File: config.mk
export PLATFORM = sky130hd
export DESIGN_NAME = hazard_ctrl_flat
export DESIGN_NICKNAME = d
export VERILOG_FILES = /design/src/rtl/hazard_pkg.sv /design/src/rtl/hazard_ctrl_if.sv /design/src/rtl/md_busy_tracker.sv /design/src/rtl/hazard_ctrl.sv /design/src/flat_wrapper.sv
export SDC_FILE = /design/constraint.sdc
export NUM_CORES = 1
export LEC_CHECK = 0
export ABC_AREA = 0
export CELL_PAD_IN_SITES_DETAIL_PLACEMENT = 0
export CELL_PAD_IN_SITES_GLOBAL_PLACEMENT = 1
export CORE_MARGIN = 1
export CORE_UTILIZATION = 39
export CTS_CLUSTER_SIZE = 14
export DETAILED_ROUTE_END_ITERATION = 8
export HOLD_SLACK_MARGIN = 0.08
export PLACE_DENSITY_LB_ADDON = 0.1
export SETUP_SLACK_MARGIN = 0.05
export SYNTH_ARGS = -nofsm -noshare
export SYNTH_HDL_FRONTEND = slang
export SYNTH_SLANG_ARGS = --single-unit
File: constraint.sdc
create_clock -name clk -period 3.8 [get_ports clk]
set_input_delay 0.76 -clock clk [delete_from_list [all_inputs] [get_ports clk]]
set_output_delay 0.76 -clock clk [all_outputs]
set_load 0.1 [all_outputs]
File: src/rtl/hazard_pkg.sv
// ============================================================================
// Module      : hazard_pkg
// Description : Shared encodings and helpers for the pipeline hazard controller.
// Revision    : 1.0 - initial release
// ============================================================================
`default_nettype none

package hazard_pkg;

  localparam logic [2:0] FWD_RF    = 3'b000;
  localparam logic [2:0] FWD_ALU_M = 3'b001;
  localparam logic [2:0] FWD_WD_W  = 3'b010;
  localparam logic [2:0] FWD_PC8_E = 3'b100;
  localparam logic [2:0] FWD_PC8_M = 3'b101;
  localparam logic [2:0] FWD_PC8_W = 3'b110;

  localparam logic [1:0] SRC_ALU = 2'b00;
  localparam logic [1:0] SRC_MEM = 2'b01;
  localparam logic [1:0] SRC_PC8 = 2'b10;

  localparam logic [1:0] MD_NONE = 2'b00;
  localparam logic [1:0] MD_MULT = 2'b01;
  localparam logic [1:0] MD_DIV  = 2'b10;

  localparam logic [1:0] TUSE_NEVER = 2'd3;

  typedef struct packed {
    logic [4:0] a3;
    logic [1:0] tnew;
    logic [1:0] src;
  } dst_rec_t;

  // Register $0 is hard-wired, so it never produces a dependency.
  function automatic logic reg_match(input logic [4:0] a3, input logic [4:0] r);
    return (r != 5'd0) && (a3 == r);
  endfunction

  function automatic logic [1:0] tnew_dec(input logic [1:0] t);
    return (t == 2'd0) ? 2'd0 : t - 2'd1;
  endfunction

endpackage

`default_nettype wire

File: src/rtl/hazard_ctrl_if.sv
// ============================================================================
// Module      : hazard_ctrl_if
// Description : D-stage decode info into, and forward/stall controls out of,
//               the hazard controller.
// Revision    : 1.0 - initial release
// ============================================================================
`default_nettype none

interface hazard_ctrl_if;

  logic [4:0]  rs_D;
  logic [4:0]  rt_D;
  logic [1:0]  tuse_rs_D;
  logic [1:0]  tuse_rt_D;
  logic [4:0]  a3_D;
  logic [1:0]  tnew_D;
  logic [1:0]  src_D;
  logic        md_D;
  logic [1:0]  md_kind_D;

  logic        stall;
  logic [2:0]  cmpa_for;
  logic [2:0]  cmpb_for;
  logic [2:0]  ra_for;
  logic [2:0]  alua_for;
  logic [2:0]  alub_for;
  logic [2:0]  dm_wd_for;
  logic        md_busy;
  logic [31:0] stall_cnt;

  modport master (
    output rs_D, rt_D, tuse_rs_D, tuse_rt_D, a3_D, tnew_D, src_D, md_D, md_kind_D,
    input  stall, cmpa_for, cmpb_for, ra_for, alua_for, alub_for, dm_wd_for,
    input  md_busy, stall_cnt
  );

  modport slave (
    input  rs_D, rt_D, tuse_rs_D, tuse_rt_D, a3_D, tnew_D, src_D, md_D, md_kind_D,
    output stall, cmpa_for, cmpb_for, ra_for, alua_for, alub_for, dm_wd_for,
    output md_busy, stall_cnt
  );

endinterface

`default_nettype wire

File: src/rtl/md_busy_tracker.sv
// ============================================================================
// Module      : md_busy_tracker
// Description : Mult/div busy down-counter loaded as a mult/div leaves E.
// Revision    : 1.0 - initial release
// ============================================================================
`default_nettype none

module md_busy_tracker
  import hazard_pkg::*;
#(
  parameter int MULT_CYCLES = 5,
  parameter int DIV_CYCLES  = 10
) (
  input  wire logic       clk,
  input  wire logic       reset,
  input  wire logic [1:0] md_kind_i,
  output logic            busy_o
);

  localparam int MAX_CYCLES = (MULT_CYCLES > DIV_CYCLES) ? MULT_CYCLES : DIV_CYCLES;
  localparam int CNT_W      = $clog2(MAX_CYCLES + 1);

  logic [CNT_W-1:0] cnt_q;
  logic [CNT_W-1:0] cnt_d;

  always_comb begin
    cnt_d = cnt_q;
    case (md_kind_i)
      MD_MULT: cnt_d = CNT_W'(MULT_CYCLES);
      MD_DIV:  cnt_d = CNT_W'(DIV_CYCLES);
      default: if (cnt_q != '0) cnt_d = cnt_q - CNT_W'(1);
    endcase
  end

  always_ff @(posedge clk) begin
    if (reset) cnt_q <= '0;
    else       cnt_q <= cnt_d;
  end

  assign busy_o = (cnt_q != '0);

endmodule

`default_nettype wire

File: src/rtl/hazard_ctrl.sv
// ============================================================================
// Module      : hazard_ctrl
// Description : Stall and forward-select generation for the 5-stage pipeline.
//               Define HAZARD_PERF_EN to build the stall_cnt counter.
// Revision    : 1.0 - initial release
// ============================================================================
`default_nettype none

module hazard_ctrl
  import hazard_pkg::*;
#(
  parameter int MULT_CYCLES = 5,
  parameter int DIV_CYCLES  = 10
) (
  input wire logic    clk,
  input wire logic    reset,
  hazard_ctrl_if.slave bus
);

  dst_rec_t   e_q, e_d, m_q, m_d;
  logic [4:0] rs_e_q, rs_e_d, rt_e_q, rt_e_d;
  logic [4:0] rt_m_q, rt_m_d, a3_w_q, a3_w_d;
  logic [1:0] src_w_q, src_w_d, md_kind_e_q, md_kind_e_d;
  logic       w_md_busy;
  logic       w_stall;

  function automatic logic raw_hazard(
    input logic [4:0] r, input logic [1:0] tuse,
    input logic [4:0] e_a3, input logic [1:0] e_tnew,
    input logic [4:0] m_a3, input logic [1:0] m_tnew
  );
    if (tuse == TUSE_NEVER) return 1'b0;
    return (reg_match(e_a3, r) && (tuse < e_tnew)) ||
           (reg_match(m_a3, r) && (tuse < m_tnew));
  endfunction

  // The youngest matching producer wins; if its value is not ready yet the
  // select stays at FWD_RF and the stall holds the consumer in D.
  function automatic logic [2:0] fwd_d(
    input logic [4:0] r,
    input logic [4:0] e_a3, input logic [1:0] e_tnew, input logic [1:0] e_src,
    input logic [4:0] m_a3, input logic [1:0] m_tnew, input logic [1:0] m_src,
    input logic [4:0] w_a3, input logic [1:0] w_src
  );
    logic [2:0] sel;
    sel = FWD_RF;
    if (reg_match(e_a3, r)) begin
      if ((e_tnew == 2'd0) && (e_src == SRC_PC8)) sel = FWD_PC8_E;
    end else if (reg_match(m_a3, r)) begin
      if (m_tnew == 2'd0) begin
        if (m_src == SRC_ALU)      sel = FWD_ALU_M;
        else if (m_src == SRC_PC8) sel = FWD_PC8_M;
      end
    end else if (reg_match(w_a3, r)) begin
      sel = (w_src == SRC_PC8) ? FWD_PC8_W : FWD_WD_W;
    end
    return sel;
  endfunction

  function automatic logic [2:0] fwd_e(
    input logic [4:0] r,
    input logic [4:0] m_a3, input logic [1:0] m_src,
    input logic [4:0] w_a3
  );
    logic [2:0] sel;
    sel = FWD_RF;
    if (reg_match(m_a3, r)) begin
      case (m_src)
        SRC_ALU: sel = FWD_ALU_M;
        SRC_PC8: sel = FWD_PC8_M;
        SRC_MEM: sel = FWD_RF;
        default: sel = FWD_RF;
      endcase
    end else if (reg_match(w_a3, r)) begin
      sel = FWD_WD_W;
    end
    return sel;
  endfunction

  always_comb begin
    w_stall = raw_hazard(bus.rs_D, bus.tuse_rs_D, e_q.a3, e_q.tnew, m_q.a3, m_q.tnew) ||
              raw_hazard(bus.rt_D, bus.tuse_rt_D, e_q.a3, e_q.tnew, m_q.a3, m_q.tnew) ||
              (bus.md_D && (w_md_busy || (md_kind_e_q != MD_NONE)));
  end

  always_comb begin
    e_d         = '0;
    rs_e_d      = '0;
    rt_e_d      = '0;
    md_kind_e_d = MD_NONE;
    if (!w_stall) begin
      e_d.a3      = bus.a3_D;
      e_d.tnew    = bus.tnew_D;
      e_d.src     = bus.src_D;
      rs_e_d      = bus.rs_D;
      rt_e_d      = bus.rt_D;
      md_kind_e_d = bus.md_kind_D;
    end
    m_d.a3   = e_q.a3;
    m_d.tnew = tnew_dec(e_q.tnew);
    m_d.src  = e_q.src;
    rt_m_d   = rt_e_q;
    a3_w_d   = m_q.a3;
    src_w_d  = m_q.src;
  end

  always_ff @(posedge clk) begin
    if (reset) begin
      e_q         <= '0;
      m_q         <= '0;
      rs_e_q      <= '0;
      rt_e_q      <= '0;
      rt_m_q      <= '0;
      a3_w_q      <= '0;
      src_w_q     <= SRC_ALU;
      md_kind_e_q <= MD_NONE;
    end else begin
      e_q         <= e_d;
      m_q         <= m_d;
      rs_e_q      <= rs_e_d;
      rt_e_q      <= rt_e_d;
      rt_m_q      <= rt_m_d;
      a3_w_q      <= a3_w_d;
      src_w_q     <= src_w_d;
      md_kind_e_q <= md_kind_e_d;
    end
  end

  md_busy_tracker #(
    .MULT_CYCLES (MULT_CYCLES),
    .DIV_CYCLES  (DIV_CYCLES)
  ) u_md_busy (
    .clk       (clk),
    .reset     (reset),
    .md_kind_i (md_kind_e_q),
    .busy_o    (w_md_busy)
  );

  assign bus.stall     = w_stall;
  assign bus.md_busy   = w_md_busy;
  assign bus.cmpa_for  = fwd_d(bus.rs_D, e_q.a3, e_q.tnew, e_q.src,
                               m_q.a3, m_q.tnew, m_q.src, a3_w_q, src_w_q);
  assign bus.cmpb_for  = fwd_d(bus.rt_D, e_q.a3, e_q.tnew, e_q.src,
                               m_q.a3, m_q.tnew, m_q.src, a3_w_q, src_w_q);
  assign bus.ra_for    = bus.cmpa_for;
  assign bus.alua_for  = fwd_e(rs_e_q, m_q.a3, m_q.src, a3_w_q);
  assign bus.alub_for  = fwd_e(rt_e_q, m_q.a3, m_q.src, a3_w_q);
  assign bus.dm_wd_for = reg_match(a3_w_q, rt_m_q) ? FWD_WD_W : FWD_RF;

`ifdef HAZARD_PERF_EN
  logic [31:0] stall_cnt_q;

  always_ff @(posedge clk) begin
    if (reset)        stall_cnt_q <= '0;
    else if (w_stall) stall_cnt_q <= stall_cnt_q + 32'd1;
  end

  assign bus.stall_cnt = stall_cnt_q;
`else
  assign bus.stall_cnt = 32'd0;
`endif

endmodule

`default_nettype wire

File: src/flat_wrapper.sv
// flat-port wrapper written by rule: the top's interface ports become plain ports
module hazard_ctrl_flat import hazard_pkg::*;
#(
  parameter int MULT_CYCLES = 5,
  parameter int DIV_CYCLES  = 10
)
  (clk, reset, bus_rs_D, bus_rt_D, bus_tuse_rs_D, bus_tuse_rt_D, bus_a3_D, bus_tnew_D, bus_src_D, bus_md_D, bus_md_kind_D, bus_stall, bus_cmpa_for, bus_cmpb_for, bus_ra_for, bus_alua_for, bus_alub_for, bus_dm_wd_for, bus_md_busy, bus_stall_cnt);
  hazard_ctrl_if bus_i ();
  input wire logic clk;
  input wire logic reset;
  input wire logic [$bits(bus_i.rs_D)-1:0] bus_rs_D;
  input wire logic [$bits(bus_i.rt_D)-1:0] bus_rt_D;
  input wire logic [$bits(bus_i.tuse_rs_D)-1:0] bus_tuse_rs_D;
  input wire logic [$bits(bus_i.tuse_rt_D)-1:0] bus_tuse_rt_D;
  input wire logic [$bits(bus_i.a3_D)-1:0] bus_a3_D;
  input wire logic [$bits(bus_i.tnew_D)-1:0] bus_tnew_D;
  input wire logic [$bits(bus_i.src_D)-1:0] bus_src_D;
  input wire logic [$bits(bus_i.md_D)-1:0] bus_md_D;
  input wire logic [$bits(bus_i.md_kind_D)-1:0] bus_md_kind_D;
  output wire logic [$bits(bus_i.stall)-1:0] bus_stall;
  output wire logic [$bits(bus_i.cmpa_for)-1:0] bus_cmpa_for;
  output wire logic [$bits(bus_i.cmpb_for)-1:0] bus_cmpb_for;
  output wire logic [$bits(bus_i.ra_for)-1:0] bus_ra_for;
  output wire logic [$bits(bus_i.alua_for)-1:0] bus_alua_for;
  output wire logic [$bits(bus_i.alub_for)-1:0] bus_alub_for;
  output wire logic [$bits(bus_i.dm_wd_for)-1:0] bus_dm_wd_for;
  output wire logic [$bits(bus_i.md_busy)-1:0] bus_md_busy;
  output wire logic [$bits(bus_i.stall_cnt)-1:0] bus_stall_cnt;
  assign bus_i.rs_D = bus_rs_D;
  assign bus_i.rt_D = bus_rt_D;
  assign bus_i.tuse_rs_D = bus_tuse_rs_D;
  assign bus_i.tuse_rt_D = bus_tuse_rt_D;
  assign bus_i.a3_D = bus_a3_D;
  assign bus_i.tnew_D = bus_tnew_D;
  assign bus_i.src_D = bus_src_D;
  assign bus_i.md_D = bus_md_D;
  assign bus_i.md_kind_D = bus_md_kind_D;
  assign bus_stall = bus_i.stall;
  assign bus_cmpa_for = bus_i.cmpa_for;
  assign bus_cmpb_for = bus_i.cmpb_for;
  assign bus_ra_for = bus_i.ra_for;
  assign bus_alua_for = bus_i.alua_for;
  assign bus_alub_for = bus_i.alub_for;
  assign bus_dm_wd_for = bus_i.dm_wd_for;
  assign bus_md_busy = bus_i.md_busy;
  assign bus_stall_cnt = bus_i.stall_cnt;
  hazard_ctrl #(.MULT_CYCLES(MULT_CYCLES), .DIV_CYCLES(DIV_CYCLES)) u_core (.clk(clk), .reset(reset), .bus(bus_i));
endmodule
Word level (Yosys, flattened, before mapping)
Cells that the tools add are included.

operators by class
  add/sub/neg operators = 2
  $mul = 0
  div/mod/pow operators = 0
  magnitude comparators = 4
  equality and inequality tests = 18
  shifts and indexed selects = 0
  mux-type cells = 25
  bitwise logic cells = 0
  reduce and logical (&&, ||, !) cells = 35

operators with widths
  cell                                                                 count
  5-bit == test                                                        11
  3-bit two-way mux                                                    13
  5-bit nonzero test                                                   5
  1-bit logical AND                                                    17
  2-bit == test (second input constant)                                6
  2-bit less-than comparator                                           4
  4-bit case mux with 2 select lines                                   1
  2-bit zero test                                                      3
  1-bit two-way mux                                                    6
  2-bit two-way mux                                                    3
  3-bit case mux with 2 select lines                                   1
  1-bit logical OR                                                     5
  4-bit two-way mux                                                    1
  4-bit nonzero test                                                   1
  2-bit OR reduction                                                   2
  4-bit by 1-bit subtractor with 4-bit output (second input constant)  1
  3-bit nonzero test                                                   1
  2-bit by 1-bit == test with 1-bit output (second input constant)     1
  2-bit nonzero test                                                   1
  2-bit by 1-bit subtractor with 2-bit output (second input constant)  1

word-level totals
  register bits = 46
  bits in latches = 0
  memory bits (writable) = 0
  memory bits (read-only) = 0
  input port bits = 28
  output and inout bits = 52
  logic and storage cells = 97
  memories = 0

Depth between registers and ports, before layout
  depth in word-level cells = 8
  depth in mapped cells = 8
  gate-level depth less buffers = 8

Hierarchy
A second synthesis with hierarchy kept.

unflattened totals
  cells, all modules = 318
  area total of the unflattened synthesis = 2,911.5 µm²

modules (own cells, without submodules)
  module           instances  cells each  area an instance (µm²)  seq. area each (µm²)
  hazard_ctrl      1          288         2,635.0                 840.8
  md_busy_tracker  1          30          276.5                   80.1

Least setup slack after synthesis
OpenSTA, ideal clock, no wires.

  path type = input to output
  from = in bus_rs_D[3]
  to = out bus_ra_for[2]
  arrival time = 5.586 ns
  required time = 3.040 ns
  path slack = -2.546 ns
  cell stages on the path = 6
  buffers on the path = 1
  cells stage by stage = xor2_1 nor3_1 nand3_1 nor4_1 a211o_1 buf_4

between the ends
  longest elaborated chain between the ends = 5
  elaborated cells on any way between the ends = 10
  those cells by class = eq/ne: 3; mux: 3; reduce/logical: 4

ends and longest elaborated chain
  element                                                     line                RTL
  start: declaration                                          flat_wrapper.sv:11  input wire logic [$bits(bus_i.rs_D)-1:0] bus_rs_D;
  5-bit == test / 5-bit nonzero test (equally long branches)  hazard_pkg.sv:35    return (r != 5'd0) && (a3 == r);
  1-bit logical AND                                           hazard_pkg.sv:35
  3-bit two-way mux                                           hazard_ctrl.sv:54   end else if (reg_match(w_a3, r)) begin
  3-bit two-way mux                                           hazard_ctrl.sv:49   end else if (reg_match(m_a3, r)) begin
  3-bit two-way mux (*)                                       hazard_ctrl.sv:47   if (reg_match(e_a3, r)) begin
  end: declaration                                            flat_wrapper.sv:23  output wire logic [$bits(bus_i.ra_for)-1:0] bus_ra_for;

Mark *: on every way between the ends. The rest lies on a longest branch, timed or not.

Final worst setup path
  from = in bus_tuse_rs_D[1]
  to = out bus_stall

between the ends
  longest elaborated chain between the ends = 6
  elaborated cells on any way between the ends = 10
  those cells by class = order compare: 2; eq/ne: 1; mux: 2; reduce/logical: 5

ends and longest elaborated chain
  element                                        line                                  RTL
  start: declaration                             flat_wrapper.sv:13                    input wire logic [$bits(bus_i.tuse_rs_D)-1:0] bus_tuse_rs_D;
  2-bit less-than comparator (on tied branches)  hazard_ctrl.sv:33, hazard_ctrl.sv:34
  1-bit logical AND (on tied branches)           hazard_ctrl.sv:33, hazard_ctrl.sv:34
  1-bit logical OR                               hazard_ctrl.sv:33                     return (reg_match(e_a3, r) && (tuse < e_tnew)) ||
  1-bit two-way mux (*)                          hazard_ctrl.sv:33
  1-bit logical OR (*)                           hazard_ctrl.sv:81                     w_stall = raw_hazard(bus.rs_D, bus.tuse_rs_D, e_q.a3, e_q.tnew, m_q.a3, m_q.tnew) ||
  1-bit logical OR (*)                           hazard_ctrl.sv:82                     raw_hazard(bus.rt_D, bus.tuse_rt_D, e_q.a3, e_q.tnew, m_q.a3, m_q.tnew) ||
  end: declaration                               flat_wrapper.sv:20                    output wire logic [$bits(bus_i.stall)-1:0] bus_stall;

Marks and branches as above.

==> results.yml <==
run_status:
  status: "completed"
setup_path:
  cp_slowest_cell: "clkdlybuf4s50_1"
  cp_cell_sequence: "clkdlybuf4s50_1 -> ha_1 -> nor2b_1 -> o22a_1 -> nor4bb_1 -> a221o_1 -> or2_1 -> buf_12"
  rrSetupSlack_ns: 1.47
  r2r_start: "u_core.u_md_busy.cnt_q[0]$_SDFFE_PP0P_"
  crit_end: "bus_stall"
  critPathMaxFanout: 4
  rr_worst_depth: 7
  slowest_delay_ns: 0.49
  worstReg2RegEnd: "u_core.rs_e_q[0]$_SDFF_PP0_"
  path_class: "input port to output pin"
  path_buf_inv: 2
  cp-start-kind: "input port"
  end_kind: "output pin"
  critPathTopFamily: "buffers and inverters"
  cp.depth: 8
  required_ns: 3.04
  arrival_ns: 2.79
  startpoint: "bus_tuse_rs_D[1]"
route:
  first_iter_violations: 68
  first_pass_iters: 4
  routed_wirelength_mm: 6.24
  via_count: 2087
  postRouteAntennaNets: 0
  drt-vias-per-instance: 4.55
  drc: 0
  wl_per_cell_um: 13.6
timing:
  slew_violations: 0
  max_freq_mhz: 281
  post-route-period-util_pct: 93.5
  finalHoldViolations: 0
  fin_skew_ns: 0.00991
  grt_setup_unrepaired: "no"
  finalSetupTns_ns: 0
  setup_viol: 0
  period_needed_ns: 3.55
  setup_slack_ns: 0.246
  slew_headroom_pct: 31.9
  tightestPinTransition_ns: 1.02
grt:
  grt_pass1_vias: 1967
  grt_pass1_wl_mm: 10.1
  grtUsageMet1_pct: 22.2
  gr-usage-met2_pct: 29.7
  antenna_found_initial: 0
  met3_usage_pct: 3.17
  grt_max_degree: 47
  gr-total-overflow: 0
  busiest_layer: "met2"
  grtUsageTotal_pct: 17.5
logic_synthesis:
  synth_xor_area_share_pct: 17.1
  async_flop_share_pct: 0
  yosys-mux-area-fraction_pct: 0
  synth.distinct_cells: 39
  ys_ff_latch: 46
  synthAdderAreaFrac_pct: 4.27
  synth.most_common_cell: "dfxtp_1"
  synth_largest_area_cell: "dfxtp_1"
  synth-edff-count: 0
  synth-simple-area-share_pct: 28.3
  synth-compound-area-share_pct: 3.63
  ys_top_cells_by_area: "dfxtp_1, xor2_1, buf_4, xnor2_1, nor2b_1"
  ys_seq_area_share_pct: 31.5
  avgSynthCellArea_um2: 9.09
  synth-main-ff-cell: "dfxtp_1"
  synth_top_area_share_pct: 31.5
  synthCells: 322
  syn-cell-area_mm2: 0.00293
  synthTopCellsByCount: "dfxtp_1, buf_4, xor2_1"
  yosysWarnings: 0
  synth_top_family_by_area: "simple AND/OR/NAND/NOR gates"
layout:
  num_antenna_cells: 0
  drive_gt1_share_pct: 17.5
  nets: 397
  areaGrowthSynthToFinish_pct: 22.4
  instances_no_fill: 459
die:
  die_x_um: 88.6
  die_area_mm2: 0.00786
  dieHeight_um: 88.6
  start_util_pct: 40.4
  ios: 80
  rows: 31
  coreArea_mm2: 0.00725
power_and_ir_drop:
  pwr-share-seq_pct: 32.1
  clkPwrFrac_pct: 15.8
  combPwrFrac_pct: 52.2
  power.leakage_uw: 0.00151
  irDropWorstVdd_v: 0.000331
  intPower_uw: 1010
  p_per_area_mw_per_mm2: 551
  p_switching_uw: 967
  p_sw_share_pct: 49.0
clock_network:
  clk_latency_ns: 0.30
  cts_buffers: 5
  ctsHoldBuffers: 0
  cts_tree: "yes"
  clockBufferDepth: 2
  cts-root-buf: "clkbuf_8"
  clock-sinks: 46
  htreeDepth: 2
  cts_setup_buffers: 0
  cts.clk_slew.worst_paths_ns: 0.09
  cts.repair.resized: 0
place:
  post-place-cells: 451
  hpwl_mm: 4.83
  post-place-ws_ns: 0.224
  gp_congestion: 0.831
  io_buffer_count: 45
min_path:
  hp-class: "flop to flop"
flow_run:
  maxCapViolations: 0
[layer usage]
layer | routed length [um] | share of wire (%) | vias to the layer above
met1 | 2890 | 46 | 949
met3 | 275 | 4.4 | 7
li1 | - | - | 1072
met5 | 0 | 0 | -
met4 | 81 | 1.3 | 0
met2 | 2990 | 48 | 59
[how the worst min path moves through the flow]
stage | slack (ns) | start | endpoint | depth (start not counted)
detailed placement | 0.47 | u_core.e_q[0]$_SDFF_PP0_ | u_core.src_w_d[0]$_SDFF_PP0_ | 1
floorplan | 0.43 | u_core.e_q[0]$_SDFF_PP0_ | u_core.src_w_d[0]$_SDFF_PP0_ | 1
global route | 0.50 | u_core.e_q[0]$_SDFF_PP0_ | u_core.src_w_d[0]$_SDFF_PP0_ | 1
CTS | 0.48 | u_core.e_q[0]$_SDFF_PP0_ | u_core.src_w_d[0]$_SDFF_PP0_ | 1
global placement | 0.47 | u_core.e_q[1]$_SDFF_PP0_ | u_core.src_w_d[1]$_SDFF_PP0_ | 1
finish | 0.47 | u_core.e_q[0]$_SDFF_PP0_ | u_core.src_w_d[0]$_SDFF_PP0_ | 1
[cell usage in the layout (no fill, tap or decap), types with 2 or more instances in the layout]
master           synthesis  final
inv_1                   19     19
nand3_1                  6      6
nand2_1                  6      6
ha_1                    10     10
nor3b_1                  4      3
and4_1                   3      3
nor4b_2                  9      9
nor4b_4                  0      2
clkdlybuf4s50_1          0     27
nor4_4                   0      2
buf_12                   0     10
nor4b_1                  4      2
nor4_1                   7      5
nor2b_1                 24     24
nor3_1                  14     14
conb_1                   1     34
buf_4                   38     15
nor4_2                  11     11
clkbuf_8                 0      5
xnor2_1                 20     20
and2_1                   2      2
o22ai_1                  3      3
a21oi_1                  3      3
dfxtp_1                 46     46
xor2_1                  37     37
a22oi_1                  2      2
nor2_1                  19     19
or4_1                    2      2
nand4_1                  2      2
[final cells by class]
| type | count | area (um^2) |
|---|---|---|
| sequential | 46 | 921 |
| timing repair buffer | 53 | 588 |
| multi-input combinational | 233 | 1780 |
| clock inverter | 3 | 25.0 |
| fill | 713 | 3670 |
| clock buffer | 5 | 68.8 |
| inverter | 20 | 75.1 |
| tap | 99 | 124 |
[power by group through the flow]
stage,clock (uW),sequential [uW],combinational [uW]
final,311,633,1030
after global routing,339,641,1110
after CTS,322,633,1040
after detailed placement,0,644,1030
after global placement,0,645,1030
after floorplan,0,607,886
[worst reg2reg max path, stage by stage (launching register included)]
cell,delay [ns]
dfxtp_1,0.32
inv_1,0.10
ha_1,0.15
nor3b_1,0.51
nand2_1,0.17
a221o_1,0.33
buf_4,0.25
nor4b_1,0.38
[cells by family after synthesis]
family | count (synthesis)
adder cells (fa/ha/maj) | 10
buffers and inverters | 76
other | 1
flip-flops | 46
AND/OR/NAND/NOR | 118
XOR/XNOR | 57
AO/OA/AOI/OAI | 14
[flip-flops by register name, indices dropped and copies added (netlist names)]
name / count
u_core.src_w_q: 2
u_core.a3_w_q: 5
u_core.rt_m_q: 5
u_core.rs_e_q: 5
u_core.e_q: 9
u_core.md_kind_e_q: 2
u_core.rt_e_q: 5
u_core.a3_w_d: 5
u_core.src_w_d: 2
u_core.u_md_busy.cnt_q: 4
u_core.m_q: 2
[per-stage QoR]
step | area (um^2) | hold WS (ns) | utilization (%) | total power, uW
2_1_floorplan | 3130 | 0.428 | - | 1490
3_3_place_gp | 3480 | 0.467 | 48.0 | 1680
3_5_place_dp | 3480 | 0.470 | 48.0 | 1680
4_1_cts | 3580 | 0.480 | 49.3 | 1990
5_1_grt | 3580 | 0.505 | 49.4 | 2090
6_report | 3580 | 0.472 | 49.4 | 1970
Note: power is estimated with default switching activity, not from simulation.
